[src/rtl/cpu_pkg.sv]
// cpu_pkg: shared encodings for the CPU control unit, its datapath and the memory arbiter.
package cpu_pkg;

    localparam int ADDR_W_DEF = 5;
    localparam int DATA_W_DEF = 8;

    localparam logic [1:0] S_IDLE = 2'd0;
    localparam logic [1:0] S_HOST = 2'd1;
    localparam logic [1:0] S_ACK  = 2'd2;

    localparam logic [2:0] OP_LDA = 3'd0;
    localparam logic [2:0] OP_STA = 3'd1;
    localparam logic [2:0] OP_ADD = 3'd2;
    localparam logic [2:0] OP_SUB = 3'd3;
    localparam logic [2:0] OP_JMP = 3'd4;
    localparam logic [2:0] OP_JZ  = 3'd5;
    localparam logic [2:0] OP_HLT = 3'd7;

endpackage

[src/rtl/mem_arbiter.sv]
// mem_arbiter: shares the single program/data memory between the CPU datapath and a host port,
// stalling the CPU only on a real conflict and bounding host wait with a starvation counter.
module mem_arbiter
    import cpu_pkg::*;
#(
    parameter int ADDR_W       = ADDR_W_DEF,
    parameter int DATA_W       = DATA_W_DEF,
    parameter int STARVE_LIMIT = 3
) (
    input  logic              clk,
    input  logic              rst,
    input  logic              cpu_halt,
    input  logic [ADDR_W-1:0] cpu_addr,
    input  logic              cpu_rd,
    input  logic              cpu_wr,
    input  logic [DATA_W-1:0] cpu_wdata,
    output logic [DATA_W-1:0] cpu_rdata,
    output logic              cpu_en,
    input  logic              host_req,
    input  logic              host_we,
    input  logic [ADDR_W-1:0] host_addr,
    input  logic [DATA_W-1:0] host_wdata,
    output logic              host_ack,
    output logic [DATA_W-1:0] host_rdata,
    output logic [ADDR_W-1:0] mem_addr,
    output logic              mem_rd,
    output logic              mem_wr,
    output logic [DATA_W-1:0] mem_wdata,
    input  logic [DATA_W-1:0] mem_rdata
);

    localparam int CW = $clog2(STARVE_LIMIT + 1);

    logic [1:0]        r_state;
    logic [CW-1:0]     r_wait_cnt;
    logic [DATA_W-1:0] r_host_rdata;
    logic              w_host;
    logic              w_cpu_acc;
    logic              w_starved;
    logic              w_grant;

    assign w_host    = r_state == S_HOST;
    assign w_cpu_acc = cpu_rd | cpu_wr;
    assign w_starved = r_wait_cnt == CW'(STARVE_LIMIT);
    assign w_grant   = host_req & (cpu_halt | ~w_cpu_acc | w_starved);

    // cpu_en depends only on registered state and CPU strobes, never on host_req
    assign mem_addr   = w_host ? host_addr : cpu_addr;
    assign mem_wdata  = w_host ? host_wdata : cpu_wdata;
    assign mem_wr     = w_host ? host_we : cpu_wr;
    assign mem_rd     = w_host ? ~host_we : cpu_rd;
    assign cpu_en     = w_host ? ~w_cpu_acc : 1'b1;
    assign cpu_rdata  = mem_rdata;
    assign host_ack   = r_state == S_ACK;
    assign host_rdata = r_host_rdata;

    always_ff @(posedge clk or negedge rst) begin
        if (!rst) begin
            r_state      <= S_IDLE;
            r_wait_cnt   <= '0;
            r_host_rdata <= '0;
        end else begin
            case (r_state)
                S_IDLE: begin
                    r_state    <= w_grant ? S_HOST : S_IDLE;
                    r_wait_cnt <= (w_grant || !host_req) ? '0 :
                                  w_starved ? r_wait_cnt : r_wait_cnt + CW'(1);
                end
                S_HOST: begin
                    r_state <= S_ACK;
                    if (!host_we)
                        r_host_rdata <= mem_rdata;
                end
                default: r_state <= S_IDLE;
            endcase
        end
    end

endmodule

[config.mk]
export PLATFORM = sky130hd
export DESIGN_NAME = mem_arbiter
export DESIGN_NICKNAME = d
export VERILOG_FILES = /design/src/rtl/cpu_pkg.sv /design/src/rtl/mem_arbiter.sv
export SDC_FILE = /design/constraint.sdc
export NUM_CORES = 1
export LEC_CHECK = 0
export BUFFER_PORTS_ARGS = -buffer_cell sky130_fd_sc_hd__buf_2
export CORE_UTILIZATION = 35
export DETAILED_ROUTE_END_ITERATION = 8
export PLACE_DENSITY_LB_ADDON = 0.12
export SKIP_CTS_REPAIR_TIMING = 1
export SYNTH_ARGS = -nofsm -noshare
export SYNTH_HDL_FRONTEND = slang
export SYNTH_SLANG_ARGS = --single-unit
export TNS_END_PERCENT = 10
[constraint.sdc]
create_clock -name clk -period 1.57 [get_ports clk]
set_input_delay 0.2355 -clock clk [delete_from_list [all_inputs] [get_ports clk]]
set_output_delay 0.2355 -clock clk [all_outputs]
set_load 0.03 [all_outputs]
==> key figures <==
Status
  – Outcome: complete, but fails checks
  – Failing checks: negative setup slack

Yosys
  – Top cells by count, synth: 21 x mux2_2, 12 x dfrtp_1, 8 x buf_4
  – Largest cells by area after synthesis: dfrtp_1 40%, mux2_2 31%, buf_4 7.9%
  – Simple-Gate Fraction of Synth Area: 0.0660
  – Mapped Cells: 61
  – Dominant synthesized flop cell: dfrtp_1
  – Ys Warns: 0
  – Synthesized area: 758 um^2
  – Mux cell area share after synthesis: 0.312
  – Syn avg cell area: 12.4 um^2
  – Synth Register Bits: 12
  – Most common cell in the netlist: mux2_2
  – EDFF count, synth: 0
  – Xor and xnor area share after synthesis: 0
  – Post-synthesis sequential area ratio: 0.396
  – Dominant cell type by area after synthesis: dfrtp_1
  – Largest family of logic cells by synthesized area: multiplexers
  – Post-synthesis adder-cell area fraction: 0.0165
  – Compound-Gate Fraction of Synth Area: 0.0891
  – Net count after synthesis: 103
  – Ys async rst share: 1.00
  – Yosys cell types: 19
  – Synth top area share: 0.396

Power and ir drop
  – Combinational Power Share: 0.516
  – Internal power: 0.837 mW
  – Pwr Density: 1030 nW/um^2
  – Sequential Power Share: 0.307
  – Peak VDD IR: 0.783 mV
  – Switch Pwr: 0.540 mW
  – Leakage power: 0.721 nW
  – Overall power: 1.38 mW
  – Clock group share of total power: 0.177
  – Sw frac: 0.392

STA
  – Worst slew margin: 0.808
  – Fin crit share: 1.11
  – RSZ-0062 raised after global routing: yes
  – Worst-Margin Slew: 284 ps
  – Slew Viols, Final: 0
  – Setup violations, final: 15
  – Final min period: 1740 ps
  – Clk_skew: 4.66 ps
  – Setup WS post-layout: -172 ps
  – FMAX: 574 MHz
  – Endpoints failing hold: 0

Place
  – HPWL Detailed: 1480 um
  – Post-Place Cells: 155
  – Gpl congestion: 0.644
  – Port-buffer cells: 73
  – Dpl cell area: 1110 um^2
  – Pre-CTS setup slack: 24.7 ps

Clock network
  – Clock-pin slew on the worst setup and hold paths: 80 ps
  – Num CTS Buffers: 3
  – Bufs on Longest Clock Path: 2
  – Clk sinks: 12
  – TritonCTS clock tree: built
  – CTS H-Tree Depth: 1
  – Clock Latency Late Sink: 270 ps
  – Root buffer cell: clkbuf_4

Floorplan
  – Die height: 48.5 um
  – Core area: 2000 um^2
  – Ports: 74
  – Die Wd: 48.5 um
  – Starting Density: 0.379
  – Num rows: 16
  – Die ar.: 2360 um^2

Cells and area
  – Post-Layout Cell Count: 163
  – Fin area: 1330 um^2
  – Antenna fix cells: 0
  – Count of filler cells inserted in the layout: 166
  – Synth-to-Final Area Change: 75.4%
  – Share of cells above drive strength 1: 0.801
  – Nets: 179

Critical path
  – Kind of critical path: register to output port
  – Crit Path Max Fanout: 6
  – Crit path top cell by count: buf_6
  – Buf/Inv on CP: 2
  – Slowest CP cell: dfrtp_1
  – Worst path top cell family by delay: flip-flops
  – Startpoint Class: register
  – Endpoint class of the critical path: output port
  – Crit path cell chain: nor2b_4 > buf_6 > mux2_4 > buf_6
  – CP required: 1330 ps
  – Crit path arrival time: 1510 ps
  – CP peak stage delay: 430 ps

Route
  – Vias: 739
  – DRC viols: 0
  – Vias per inst: 4.53
  – DRT Pass-1 Iters: 4
  – Routed len/inst: 13.7 um
  – Routed Antenna Nets: 0
  – 1st-iter DRT viols: 7
  – Routed wire length: 2230 um

Run
  – Max-cap violations: 0

Global routing
  – Remaining Overflow, GRT: 0
  – First-pass GRT wire length: 2920 um
  – Vias in the first global route: 622
  – Largest net degree at the start of global routing: 14
  – Overall Global Routing Usage: 0.160
  – Initial antenna violation count: 0

Hold path
  – Worst min path class: input port to register
==> power groups by stage <==
stage | sequential [mW] | combinational, mW | clock, mW
3_3_place_gp | 0.425 | 0.604 | 0
3_5_place_dp | 0.428 | 0.612 | 0
6_report | 0.422 | 0.710 | 0.244
4_1_cts | 0.422 | 0.612 | 0.253
2_1_floorplan | 0.570 | 0.286 | 0
5_1_grt | 0.433 | 0.744 | 0.262
==> path summary, 6_finish.rpt <==
kind / end / startpoint / slack, ps / cells past startpoint
worst max-delay path: mem_wdata[6] / r_state[1] / -170 / 4
worst min-delay path: r_wait_cnt[0] / cpu_halt / 180 / 2
worst max register to register: r_wait_cnt[0] / r_state[1] / 120 / 3
worst min register to register: host_rdata[0] / host_rdata[0] / 500 / 1
max in group asynchronous: host_rdata[6] / rst / 990 / 2
min in group asynchronous: host_rdata[1] / rst / 370 / 2
==> through the flow <==
step | utilization | hold slack [ps] | TNS [ps]
2_1_floorplan | - | -60.1 | 0
3_3_place_gp | 0.553 | 122 | 0
3_5_place_dp | 0.553 | 129 | 0
4_1_cts | 0.571 | -175 | -3850
5_1_grt | 0.664 | 176 | -3340
6_report | 0.664 | 182 | -2180
==> per-layer routing <==
metal	part of all wire	global-route usage	up-vias
li1	-	-	366
met1	0.40	0.197	346
met2	0.55	0.279	25
met3	0.048	0.0629	2
met4	0.0076	0	0
met5	0	0	-
==> cells in the final DEF (no fill, tap or decap), drive strengths merged <==
master and instances:
o21bai 1, ha 1, mux2 21, and2b 1
o21ai 3, or4b 1, nor2 2, dfrtp 12
inv 1, nor3b 1, buf 80, nand4bb 1
dlygate4sd3 1, o311a 1, nor2b 1, clkbuf 5
o41ai 2, o21ba 1
==> flip-flops by register name, summed over array words and instances (netlist names) <==
signal,count
r_state,2
r_wait_cnt,2
host_rdata,8
==> final cells by class <==
cell class / instances / area [um^2] / area share
clock buffer: 4 / 36.3 / 0.0273
inverter: 1 / 3.75 / 0.00282
multi-input combinational: 37 / 423 / 0.318
sequential: 12 / 300 / 0.226
tap: 27 / 33.8 / 0.0254
timing repair buffer: 82 / 533 / 0.401
==> kinds of logic (layout without fill, tap and decap cells) <==
family | count (synthesis) | after routing
compound gates | 8 | 8
fa+ha+maj | 1 | 1
buf+inv | 12 | 87
flops | 12 | 12
mux | 21 | 21
simple gates | 7 | 7
No activity file was read; power rests on OpenSTA's default activity.
